[src/rtl/fetch_unit_pkg.sv]
// fetch_unit_pkg: shared fetch-stage types and constants
package fetch_unit_pkg;
    localparam int INSTR_W = 32;
    localparam int DEF_ADDR_W = 6;
    localparam logic [INSTR_W-1:0] NOP = 32'h0;
    typedef enum logic [1:0] {BOOT, RUN, HALT} state_t;
endpackage

[src/rtl/fetch_unit_pc_reg.sv]
// pc_reg: program counter with +1 increment and redirect override
module pc_reg #(
    parameter int ADDR_W = 6,
    parameter logic [ADDR_W-1:0] RESET_PC = '0
) (
    input  logic              clk,
    input  logic              rst_n,
    input  logic              advance,
    input  logic              redirect_valid,
    input  logic [ADDR_W-1:0] redirect_target,
    output logic [ADDR_W-1:0] pc
);
    always_ff @(posedge clk or negedge rst_n)
        if (!rst_n) pc <= RESET_PC;
        else if (redirect_valid) pc <= redirect_target;
        else if (advance) pc <= pc + 1'b1;
endmodule

[src/rtl/fetch_unit.sv]
// fetch_unit: IF stage with BOOT/RUN/HALT control and IF/ID register; FETCH_COUNT_EN adds a capture counter
module fetch_unit
    import fetch_unit_pkg::*;
#(
    parameter int ADDR_W = DEF_ADDR_W,
    parameter logic [ADDR_W-1:0] RESET_PC = '0
) (
    input  logic               clk,
    input  logic               rst_n,
    output logic [ADDR_W-1:0]  imem_addr,
    input  logic [INSTR_W-1:0] imem_rd,
    input  logic               stall,
    input  logic               redirect_valid,
    input  logic [ADDR_W-1:0]  redirect_target,
    input  logic               halt_req,
    output logic               if_valid,
    output logic [INSTR_W-1:0] if_instr,
    output logic [ADDR_W-1:0]  if_pc,
    output logic               halted,
    output logic [31:0]        fetch_count
);
    state_t state;
    logic [ADDR_W-1:0] pc;
    logic run, redir, advance;

    assign run       = state == RUN;
    assign redir     = run && redirect_valid;
    assign advance   = run && !redirect_valid && !halt_req && !stall;
    assign imem_addr = pc;

    pc_reg #(.ADDR_W(ADDR_W), .RESET_PC(RESET_PC)) u_pc (
        .clk(clk),
        .rst_n(rst_n),
        .advance(advance),
        .redirect_valid(redir),
        .redirect_target(redirect_target),
        .pc(pc)
    );

    always_ff @(posedge clk or negedge rst_n)
        if (!rst_n) begin
            state    <= BOOT;
            if_valid <= 1'b0;
            if_instr <= NOP;
            if_pc    <= '0;
            halted   <= 1'b0;
        end else begin
            case (state)
                BOOT: state <= RUN;
                RUN: begin
                    if (redirect_valid) if_valid <= 1'b0;
                    else if (halt_req) begin
                        state    <= HALT;
                        if_valid <= 1'b0;
                        halted   <= 1'b1;
                    end else if (!stall) begin
                        if_instr <= imem_rd;
                        if_pc    <= pc;
                        if_valid <= 1'b1;
                    end
                end
                default: state <= HALT;
            endcase
        end

`ifdef FETCH_COUNT_EN
    always_ff @(posedge clk or negedge rst_n)
        if (!rst_n) fetch_count <= '0;
        else if (advance) fetch_count <= fetch_count + 1'b1;
`else
    assign fetch_count = 32'h0;
`endif
endmodule

[config.mk]
export PLATFORM = sky130hd
export DESIGN_NAME = fetch_unit
export DESIGN_NICKNAME = d
export VERILOG_FILES = /design/src/rtl/fetch_unit_pkg.sv /design/src/rtl/fetch_unit_pc_reg.sv /design/src/rtl/fetch_unit.sv
export SDC_FILE = /design/constraint.sdc
export NUM_CORES = 1
export LEC_CHECK = 0
export CAP_MARGIN = 20
export CELL_PAD_IN_SITES_DETAIL_PLACEMENT = 1
export CELL_PAD_IN_SITES_GLOBAL_PLACEMENT = 2
export CORE_MARGIN = 5
export CORE_UTILIZATION = 25
export DETAILED_ROUTE_END_ITERATION = 8
export GPL_TIMING_DRIVEN = 0
export PLACE_DENSITY = 0.83
export SLEW_MARGIN = 20
export SYNTH_ARGS = -nofsm -noshare
export SYNTH_HDL_FRONTEND = slang
export SYNTH_SLANG_ARGS = --single-unit
[constraint.sdc]
create_clock -name clk -period 3.15 [get_ports clk]
set_input_delay 0.945 -clock clk [delete_from_list [all_inputs] [get_ports clk]]
set_output_delay 0.945 -clock clk [all_outputs]
set_load 0.01 [all_outputs]
==> metrics.md <==
| Metric | Value |
|---|---|
| Hold Buf Count CTS | `0` |
| Setup WS post-layout | `about 0.39 ns` |
| Synthesized area per cell | `between 10 and 15 sq um` |
| Fin crit period | `~2.8 ns` |
| Routed Antenna Nets | `0` |
| Ant diodes | `0` |
| Critical path's slowest cell | `or4b_1` |
| Hold Path Class | `flip-flop to flip-flop` |
| Most used routing layer | `met2` |
| Area delta synth->final | `57.47%` |
| Final HPWL DP | `between 4000 and 5000 um` |
| Initial antenna violation count | `0` |
| Worst skew pair latency | `0.30 ns` |
| Largest net degree at the start of global routing | `slightly below 50` |
| WHS | `0.4811 ns` |
| # DRC | `0` |
| Buf/Inv on CP | `3` |
| Worst R2R Setup Slack | `just over 1 ns` |
| Maximum VDD drop | `about 0.18 mV` |
| Combinational group share of total power | `between 30% and 40%` |
| Die extent in x | `between 100 and 150 um` |
| Vias after detailed routing | `~1.6k` |
| RePlAce Congestion | `0.6587` |
| Die Span Y | `just over 100 um` |
| Worst slew pin tran | `~0.63 ns` |
| Seq pwr share | `42.4%` |
| Drt first pass iters | `4` |
| Max reg flops | `32` |
| Routed WL per cell | `approximately 14 um` |
| Status | `finished, final reports clean` |
| GR Util met3 | `around 3.2%` |
| Routed WL | `~5700 um` |
| Remaining global-route overflow | `0` |
| Slowest stage delay, CP | `~0.5 ns` |
| Clock buffer count from CTS | `5` |
| I/O Pins | `roughly 120` |
| Internal power | `about 1.6 mW` |
| Setup CP Type | `input pin to flip-flop` |
| CTS sink count | `between 40 and 50` |
| Clock share of power | `between 20% and 30%` |
| Synth cell types | `29` |
| Number of global-route vias before repair | `approximately 1.7k` |
| Top delay family on crit path | `buffers and inverters` |
| Initial Util | `about 25%` |
| CP Cell Sequence | `clkdlybuf4s50_1 > or4b_1 > buf_2 > nor2_1 > buf_4 > mux2_1` |
| Req. time, crit path | `around 3.3 ns` |
| Die Area | `between 0.01 and 0.015 sq mm` |
| Crit path from | `halt_req` |
| Total Nets Final | `about 340` |
| Achievable Freq | `0.3623 GHz` |
| Skew final | `between 0.008 and 0.009 ns` |
| Cells after Synth | `approximately 170` |
| Static Leak | `roughly 1.6 nW` |
| YS warnings | `0` |
| Initial drt markers | `10` |
| Period utilization | `between 80 and 90%` |
| Hold Vio Cnt, Final | `0` |
| H-tree level count | `2` |
| Share of layout cells above drive strength 1 | `28.14%` |
| Core area | `roughly 0.0086 sq mm` |
| Overall Global Routing Usage | `a little over a tenth` |
| Vias/cell | `4.047` |
| Synth Cell Area | `0.002177 sq mm` |
| Setup bufs post-CTS | `0` |
| Psw | `0.6314 mW` |
| Crit-path max FO | `10` |
| Beginning of the worst register-to-register path | `state[1]` |
| FF-to-FF path depth | `5` |
| Switching share of power | `28.77%` |
| Pwr Total | `between 2 and 2.5 mW` |
| Pwr/cell area | `640.2 mW/mm^2` |
| Worst-path clk slew | `~0.09 ns` |
| CP Capture Type | `flip-flop` |
| Setup crit start kind | `input pin` |
| Maximum clock path buffer count | `2` |
| FF+latch count, synth | `48` |
| Met2 Track Usage GR | `between 10% and 20%` |
| Fillers | `960` |
| Max cap viols | `0` |
| Levels on crit path | `6` |
| Post-synthesis sequential area ratio | `a little under three fifths` |
| Global-route wire length before repair | `8756 um` |
| Final Setup Violations | `0` |
| Crit path to | `if_instr[24]` |
| CTS tree | `done` |
| Fin. max-slew vios | `0` |
| CTS Root Cell | `clkbuf_8` |
| Dpl ws | `~0.036 ns` |
| Met1 Track Usage GR | `between 10% and 20%` |
| RSZ-0062 raised after global routing | `no` |
| RR Endpoint | `if_instr[24]` |
| Slew Limit Headroom | `57.81%` |
| CP arrival | `around 2.9 ns` |
| Row count | `34` |
| PostCTS Resize Cnt | `0` |
| Final Util | `between 30% and 40%` |
| Port Buffers | `slightly below 90` |
routing by layer:
metal / vias up / share of wire, %
li1: 769 / -
met1: 792 / 39
met2: 66 / 51
met3: 4 / 8.3
met4: 0 / 1.2
met5: - / 0
synthesized netlist by cell type:
library cell,n,area (sq um)
dfrtp_1,48,1201
buf_4,36,270.3
mux2_2,35,394.1
nand2_1,6,22.52
nor2_1,6,22.52
a31oi_1,3,18.77
inv_1,3,11.26
mux2_1,3,33.78
or3_1,3,18.77
nand4b_1,2,17.52
o211ai_1,2,15.01
o21ai_0,2,10.01
or4_1,2,15.01
or4b_1,2,20.02
a21oi_1,1,5.000
a31o_2,1,8.760
and3b_1,1,8.760
buf_2,1,5.000
clkbuf_1,1,3.750
conb_1,1,3.750
ha_1,1,12.51
nand2b_1,1,6.260
nand3_1,1,5.000
nand3b_1,1,7.510
nor2b_1,1,6.260
o22a_1,1,8.760
o311ai_0,1,8.760
o31ai_1,1,7.510
or3b_2,1,8.760
worst reg2reg max path, delay by kind of cell (launching register included):
kind          cells  cell delay, ns
simple gates      2            0.77
mux               1            0.35
buf+inv           2            0.43
flops             1            0.44
power by group through the flow:
stage,sequential [mW],clock (mW),combinational (mW)
after floorplan,1.01,0,0.233
after global placement,0.935,0,0.789
after detailed placement,0.950,0,0.802
after CTS,0.937,0.499,0.805
after global routing,0.963,0.527,0.857
final,0.931,0.473,0.791
worst min path at each step:
stage / startpoint / endpoint / slack, ns / cells after the start
after floorplan: state[1] / state[0] / 0.48 / 1
after global placement: halted / halted / 0.46 / 1
after detailed placement: halted / halted / 0.47 / 1
after CTS: halted / halted / 0.49 / 1
after global routing: halted / halted / 0.51 / 1
final: halted / halted / 0.48 / 1
kinds of logic after synthesis:
family,Yosys count,share of synthesized area [%]
buffers and inverters,41,13.33
multiplexers,38,19.66
other,1,0.1722
AO/OA/AOI/OAI,12,3.793
adder cells (fa/ha/maj),1,0.5746
AND/OR/NAND/NOR,27,7.299
flip-flops,48,55.17
cell type report:
class / instances / area, sq um / share of cell area, %
clock inverter: 2 / 38.79 / 1.131
tap: 108 / 135.1 / 3.942
clock buffer: 6 / 82.58 / 2.409
timing repair buffer: 88 / 878.3 / 25.62
inverter: 3 / 11.26 / 0.3285
sequential: 48 / 1201 / 35.04
buffer: 38 / 279.0 / 8.139
multi-input combinational: 110 / 802.0 / 23.39
through the flow:
| step | setup TNS, ns | cells | cell area (sq um) |
|---|---|---|---|
| 6_report | 0 | 403 | 3428 |
| 3_5_place_dp | 0 | 395 | 3307 |
| 2_1_floorplan | 0 | 199 | 2293 |
| 5_1_grt | 0 | 403 | 3428 |
| 3_3_place_gp | -21.22 | 395 | 3309 |
| 4_1_cts | 0 | 403 | 3428 |
cells in the final DEF (no fill, tap or decap):
cell type | netlist | final
o311ai_0 | 1 | 1
inv_1 | 3 | 3
mux2_1 | 3 | 3
o31ai_1 | 1 | 1
buf_2 | 1 | 1
nand4b_1 | 2 | 2
buf_4 | 36 | 37
o211ai_1 | 2 | 2
nand2_1 | 6 | 6
nor2b_1 | 1 | 1
clkbuf_1 | 1 | 1
or3b_2 | 1 | 1
conb_1 | 1 | 32
or4b_1 | 2 | 2
o21ai_0 | 2 | 2
nand2b_1 | 1 | 1
dfrtp_1 | 48 | 48
ha_1 | 1 | 1
nor2_1 | 6 | 6
and3b_1 | 1 | 1
or3_1 | 3 | 3
clkdlybuf4s50_1 | 0 | 87
mux2_2 | 35 | 35
or4_1 | 2 | 2
nand3b_1 | 1 | 1
a31oi_1 | 3 | 3
clkinv_4 | 0 | 1
bufinv_16 | 0 | 1
a31o_2 | 1 | 1
a21oi_1 | 1 | 1
o22a_1 | 1 | 1
nand3_1 | 1 | 1
clkbuf_8 | 0 | 6
No activity file was read; power rests on OpenSTA's default activity.
